### src/rtl/div_pkg.sv
// rtl/div_pkg.sv - shared types and elaboration helpers for the sequential divider
//
// Holds the divider FSM state enum, the iteration-counter width helper and
// the legal quotient-bits-per-cycle check used by div_seq_multi.
package div_pkg;

   typedef enum logic [1:0] {
      ST_IDLE = 2'd0,
      ST_CALC = 2'd1,
      ST_FIX  = 2'd2,
      ST_DONE = 2'd3
   } state_e;

   // Counter must hold LEN/STEP itself, hence the +1.
   function automatic int cnt_width(input int len, input int step);
      return $clog2(len / step + 1);
   endfunction

   function automatic bit step_ok(input int step);
      return (step == 1) || (step == 2) || (step == 4);
   endfunction

endpackage

### src/rtl/div_step.sv
// rtl/div_step.sv - combinational STEP-bit restoring division stage
//
// Ports:
//   rem_i  : partial remainder entering the stage (always < div_i)
//   bits_i : next STEP dividend bits, MSB first
//   div_i  : divisor magnitude (non-zero)
//   rem_o  : partial remainder leaving the stage
//   q_o    : STEP quotient bits produced, MSB first
module div_step
   import div_pkg::*;
#(
   parameter int LEN  = 16,
   parameter int STEP = 1
) (
   input  logic [LEN-1:0]  rem_i,
   input  logic [STEP-1:0] bits_i,
   input  logic [LEN-1:0]  div_i,
   output logic [LEN-1:0]  rem_o,
   output logic [STEP-1:0] q_o
);

   always_comb begin
      logic [LEN:0]   trial;
      logic [LEN-1:0] acc;
      acc   = rem_i;
      trial = '0;
      q_o   = '0;
      // acc < div_i on entry, so the shifted trial fits in LEN+1 bits and
      // the restored/subtracted value fits back into LEN bits.
      for (int i = STEP - 1; i >= 0; i--) begin
         trial = {acc, bits_i[i]};
         if (trial >= {1'b0, div_i}) begin
            trial  = trial - {1'b0, div_i};
            q_o[i] = 1'b1;
         end
         acc = trial[LEN-1:0];
      end
      rem_o = acc;
   end

endmodule

### src/rtl/div_seq_multi.sv
// rtl/div_seq_multi.sv - signed/unsigned sequential divider, STEP quotient bits per cycle
//
// Ports:
//   CLK, RST_N : clock (rising edge), asynchronous active-low reset
//   START      : launch; samples A, B, SIGNED; restarts if already busy
//   SIGNED     : 1 = two's-complement operands, 0 = unsigned
//   A, B       : dividend, divisor
//   BUSY       : operation in flight
//   DONE       : result valid, held until next START or reset
//   Q, R       : quotient, remainder (held until the next result)
//   DZ, OVF    : last result was divide-by-zero / signed MIN / -1
module div_seq_multi
   import div_pkg::*;
#(
   parameter int LEN  = 16,
   parameter int STEP = 1
) (
   input  logic           CLK,
   input  logic           RST_N,
   input  logic           START,
   input  logic           SIGNED,
   input  logic [LEN-1:0] A,
   input  logic [LEN-1:0] B,
   output logic           BUSY,
   output logic           DONE,
   output logic [LEN-1:0] Q,
   output logic [LEN-1:0] R,
   output logic           DZ,
   output logic           OVF
);

   localparam int NSTEPS = LEN / STEP;
   localparam int CW     = cnt_width(LEN, STEP);
   localparam logic [LEN-1:0] MIN_VAL = {1'b1, {(LEN-1){1'b0}}};

   if (!step_ok(STEP) || (LEN % STEP) != 0 || LEN < 2) begin : g_bad_cfg
      $error("div_seq_multi: illegal LEN/STEP combination");
   end

   state_e         state_q;
   logic [CW-1:0]  cnt_q;
   logic [LEN-1:0] dvd_q;   // dividend bits still to retire, quotient shifts in at the bottom
   logic [LEN-1:0] rem_q;   // partial remainder
   logic [LEN-1:0] dsr_q;   // divisor magnitude
   logic [LEN-1:0] a_q;     // original operands, needed by the fix-up stage
   logic [LEN-1:0] b_q;
   logic           sgn_q;

   logic           busy_q, done_q, dz_q, ovf_q;
   logic [LEN-1:0] quo_q, rmd_q;

   logic [LEN-1:0] a_mag, b_mag;
   logic [LEN-1:0] rem_nxt;
   logic [STEP-1:0] q_bits;

   logic [LEN-1:0] quo_d, rmd_d;
   logic           dz_d, ovf_d;

   // |MIN| wraps to MIN, which is the correct unsigned magnitude 2^(LEN-1).
   assign a_mag = (SIGNED && A[LEN-1]) ? -A : A;
   assign b_mag = (SIGNED && B[LEN-1]) ? -B : B;

   div_step #(
      .LEN  (LEN),
      .STEP (STEP)
   ) u_step (
      .rem_i  (rem_q),
      .bits_i (dvd_q[LEN-1 -: STEP]),
      .div_i  (dsr_q),
      .rem_o  (rem_nxt),
      .q_o    (q_bits)
   );

   // Fix-up: special cases first, then sign restoration of the magnitudes.
   always_comb begin
      logic neg_q, neg_r;
      neg_q = sgn_q && (a_q[LEN-1] ^ b_q[LEN-1]);
      neg_r = sgn_q && a_q[LEN-1];
      dz_d  = (b_q == '0);
      ovf_d = sgn_q && (a_q == MIN_VAL) && (b_q == '1);
      quo_d = neg_q ? -dvd_q : dvd_q;
      rmd_d = neg_r ? -rem_q : rem_q;
      if (dz_d) begin
         quo_d = '1;
         rmd_d = a_q;
      end else if (ovf_d) begin
         quo_d = a_q;
         rmd_d = '0;
      end
   end

   always_ff @(posedge CLK or negedge RST_N) begin
      if (!RST_N) begin
         state_q <= ST_IDLE;
         cnt_q   <= '0;
         dvd_q   <= '0;
         rem_q   <= '0;
         dsr_q   <= '0;
         a_q     <= '0;
         b_q     <= '0;
         sgn_q   <= 1'b0;
         busy_q  <= 1'b0;
         done_q  <= 1'b0;
         dz_q    <= 1'b0;
         ovf_q   <= 1'b0;
         quo_q   <= '0;
         rmd_q   <= '0;
      end else if (START) begin
         a_q     <= A;
         b_q     <= B;
         sgn_q   <= SIGNED;
         dvd_q   <= a_mag;
         dsr_q   <= b_mag;
         rem_q   <= '0;
         cnt_q   <= CW'(NSTEPS);
         busy_q  <= 1'b1;
         done_q  <= 1'b0;
         dz_q    <= 1'b0;
         ovf_q   <= 1'b0;
         state_q <= (B == '0) ? ST_FIX : ST_CALC;
      end else begin
         case (state_q)
            ST_CALC: begin
               rem_q <= rem_nxt;
               dvd_q <= (dvd_q << STEP) | LEN'(q_bits);
               cnt_q <= cnt_q - CW'(1);
               if (cnt_q == CW'(1)) begin
                  state_q <= ST_FIX;
               end
            end
            ST_FIX: begin
               quo_q   <= quo_d;
               rmd_q   <= rmd_d;
               dz_q    <= dz_d;
               ovf_q   <= ovf_d;
               busy_q  <= 1'b0;
               done_q  <= 1'b1;
               state_q <= ST_DONE;
            end
            default: state_q <= state_q;
         endcase
      end
   end

   assign BUSY = busy_q;
   assign DONE = done_q;
   assign Q    = quo_q;
   assign R    = rmd_q;
   assign DZ   = dz_q;
   assign OVF  = ovf_q;

endmodule

### config.mk
export PLATFORM = sky130hd
export DESIGN_NAME = div_seq_multi
export DESIGN_NICKNAME = d
export VERILOG_FILES = /design/src/rtl/div_pkg.sv /design/src/rtl/div_step.sv /design/src/rtl/div_seq_multi.sv
export SDC_FILE = /design/constraint.sdc
export NUM_CORES = 1
export LEC_CHECK = 0
export BUFFER_PORTS_ARGS = -buffer_cell sky130_fd_sc_hd__buf_2
export CAP_MARGIN = 15
export CORE_MARGIN = 1
export CORE_UTILIZATION = 60
export DETAILED_ROUTE_END_ITERATION = 12
export MAX_ROUTING_LAYER = met4
export PLACE_DENSITY_LB_ADDON = 0.3
export SLEW_MARGIN = 20
export SYNTH_ARGS = -nofsm -noshare
export SYNTH_HDL_FRONTEND = slang
export SYNTH_HIERARCHICAL = 1
export SYNTH_SLANG_ARGS = --single-unit
### constraint.sdc
create_clock -name CLK -period 3.63 [get_ports CLK]
set_clock_uncertainty 0.1 [all_clocks]
set_input_delay 0.726 -clock CLK [delete_from_list [all_inputs] [get_ports CLK]]
set_output_delay 0.726 -clock CLK [all_outputs]
set_load 0.02 [all_outputs]
==> run_results.csv <==
group,metric,value,unit
clocking,cts_tree,"yes",
place,place_ws,0.768,ns
worst_setup_path,cpPeakStageDelay,0.46,ns
logic_synthesis,synthArstFlopShare,1.00,
clocking,clock-sinks,123,
clocking,root_buffer,"clkbuf_16",
clocking,ctsLongestPathBuffers,2,
status,outcome,"complete, no violations",
finish,diodes,0,
grt,grt_use_total,0.325,
clocking,clkSlewWorstSetupHoldPaths,0.05,ns
route,viasPerCell,6.20,
power_and_ir_drop,max-vdd-ir-drop,0.000354,V
finish,final_core_util,0.710,
timing,timing.final.ws_setup,0.750,ns
finish,mostFrequentLayoutCell,"dfrtp_1",
grt,gr-total-overflow,0,
run,maxCapViolCount,0,
clocking,clock_tree.htree_level_count,4,
finish,multiInputGateArea,4040,um2
timing,whs,0.263,ns
timing,clock.fmax,0.347,GHz
finish,fillers,895,
hold_path,hold_class,"in2async",
worst_setup_path,critPathLaunchType,"flip-flop",
logic_synthesis,yosysUniqueCellTypes,67,
power_and_ir_drop,finalPower,4.42,mW
grt,grt_pass1_wl,31.5,mm
route,vias,6310,
timing,fin_crit_sh,0.793,
floorplan,row_count,40,
timing,grt_setup_unrepaired,"false",
timing,finalCriticalPeriod,2.88,ns
route,dr.pass1.iters,5,
logic_synthesis,ys_top_cells_by_area,"dfrtp_1, mux2_2, ha_1, xor2_1, mux2i_1",
logic_synthesis,seq_area_frac_synth,0.412,
logic_synthesis,yosysTopAreaCellShare,0.412,
worst_setup_path,crit_chain,"ha_1 -> nand3_1 -> o21bai_1 -> a311oi_1 -> o21ai_1 -> o21a_4 -> inv_4 -> mux2_2 -> nand2_1 -> a21oi_1",
place,port_buffers,71,
power_and_ir_drop,leakagePower,3.86,nW
timing,tightest_slew,1.03,ns
floorplan,die_w,114,um
worst_setup_path,cp_data_required_time,3.80,ns
timing,drv_slew,0,
clocking,cts_buffers,17,
route,drcViolationCount,0,
logic_synthesis,synth_cells,779,
finish,nNetsFinal,898,
floorplan,ios,72,
logic_synthesis,synth-edff-count,0,
clocking,post_cts_buffers,0,
power_and_ir_drop,powerDensity,516,nW/um2
grt,grt_pass1_vias,6212,
worst_setup_path,crit_fanout,13,
logic_synthesis,synth.cell_area,7470,um2
place,dp_hpwl,14.0,mm
grt,grt_max_degree,59,
timing,slew_headroom,0.313,
route,totalWireLength,19.2,mm
route,wl_per_cell,18.9,um
worst_setup_path,worstSetupEndpointType,"flip-flop",
logic_synthesis,synth_seq_cells,123,
logic_synthesis,yosysWarnings,6,
finish,seq_area,3080,um2
worst_setup_path,cp_data_arrival_time,3.05,ns
timing,setup_tns,0,ns
floorplan,initial_core_util,0.619,
floorplan,die_y,114,um
worst_setup_path,crit_type,"reg2reg",
finish,layout_common_cells,"dfrtp_1, buf_2, nand2_1",
route,drtAntennaViolNets,0,
logic_synthesis,syn-num-nets,838,
finish,layout-drive-gt1-share,0.204,
timing,hold_viol,0,
clocking,ctsHoldBuffers,0,
logic_synthesis,synth_flop_cell,"dfrtp_1",
place,gp_congestion,0.947,
grt,antenna_found_initial,0,
floorplan,dieArea,12900,um2
clocking,cts_resized,0,
logic_synthesis,yosys.area.top_type,"dfrtp_1",
logic_synthesis,syn_avg_cell_area,9.59,um2
clocking,clkLatencyLatePin,0.42,ns
finish,area_delta_synth_final,14.7,%
timing,setup_viol,0,
route,first_iter_violations,491,
worst_setup_path,slowest_stage,"dfrtp_1",
floorplan,core_area,12100,um2
-- state kept, by name (all words and copies together) (netlist names) --
register / count
BUSY: 1
DONE: 1
DZ: 1
OVF: 1
Q: 16
R: 16
a_q: 16
b_q: 15
cnt_q: 5
dsr_q: 16
dvd_q: 16
rem_q: 16
sgn_q: 1
state_q: 2
-- final cells by class --
cell class,instances,area share
Clock inverter,5,0.0124
Timing Repair Buffer,81,0.0523
Multi-Input combinational cell,573,0.472
Sequential cell,123,0.359
Tap cell,168,0.0245
Clock buffer,25,0.0602
Inverter,43,0.0191
-- where the power goes --
group	internal, mW	leakage, nW	switching [mW]
registers	1.56	1.51	0.157
logic	0.374	2.04	0.554
clock network	1.18	0.302	0.590
total	3.12	3.86	1.30
-- critical path: cells and delay by family, from the launching register on --
family                   cells  cell delay (ns)
buffers and inverters        1             0.18
flip-flops                   1             0.46
adder cells (fa/ha/maj)      1             0.41
AO/OA/AOI/OAI                5             1.05
multiplexers                 1             0.36
AND/OR/NAND/NOR              2             0.18
-- kinds of logic after synthesis --
logic type / Yosys count / share of synthesized area
multiplexers: 71 / 0.107
AO/OA/AOI/OAI: 216 / 0.190
AND/OR/NAND/NOR: 208 / 0.140
adder cells (fa/ha/maj): 23 / 0.0395
flip-flops: 123 / 0.412
XOR/XNOR: 55 / 0.0645
buffers and inverters: 83 / 0.0467
-- per-stage QoR --
| step | cell area [um2] | std cells |
|---|---|---|
| 2_1_floorplan | 7470 | 779 |
| 3_5_place_dp | 7940 | 988 |
| 3_3_place_gp | 7940 | 988 |
| 5_1_grt | 8570 | 1018 |
| 6_report | 8570 | 1018 |
| 4_1_cts | 8570 | 1018 |
-- synthesized netlist by cell type (all sizes together) (22+ instances only) --
| cell | n |
|---|---|
| mux2 | 44 |
| dfrtp | 123 |
| xor2 | 31 |
| inv | 43 |
| a21oi | 51 |
| mux2i | 27 |
| xnor2 | 24 |
| nor2 | 46 |
| o21ai | 60 |
| ha | 22 |
| nand2 | 68 |
| clkbuf | 28 |
-- final timing paths --
| check | startpoint | end | slack, ns | depth (start not counted) |
|---|---|---|---|---|
| min in group CLK | BUSY | BUSY | 0.38 | 1 |
| min reg2reg | BUSY | BUSY | 0.38 | 1 |
| max in group asynchronous | RST_N | rem_q[9] | 2.40 | 2 |
| max reg2reg | rem_q[2] | rem_q[4] | 0.75 | 10 |
| min | RST_N | R[0] | 0.26 | 1 |
| max | rem_q[2] | rem_q[4] | 0.75 | 10 |
-- layer usage --
metal  track usage  vias to the layer above  wire, um
met5             -                        -         0
met4         0.127                        0       362
met3        0.0462                       42      1080
met2         0.524                      268      9560
met1         0.416                     3055      8250
li1              -                     2945         -
(Power assumes the default switching activity.)
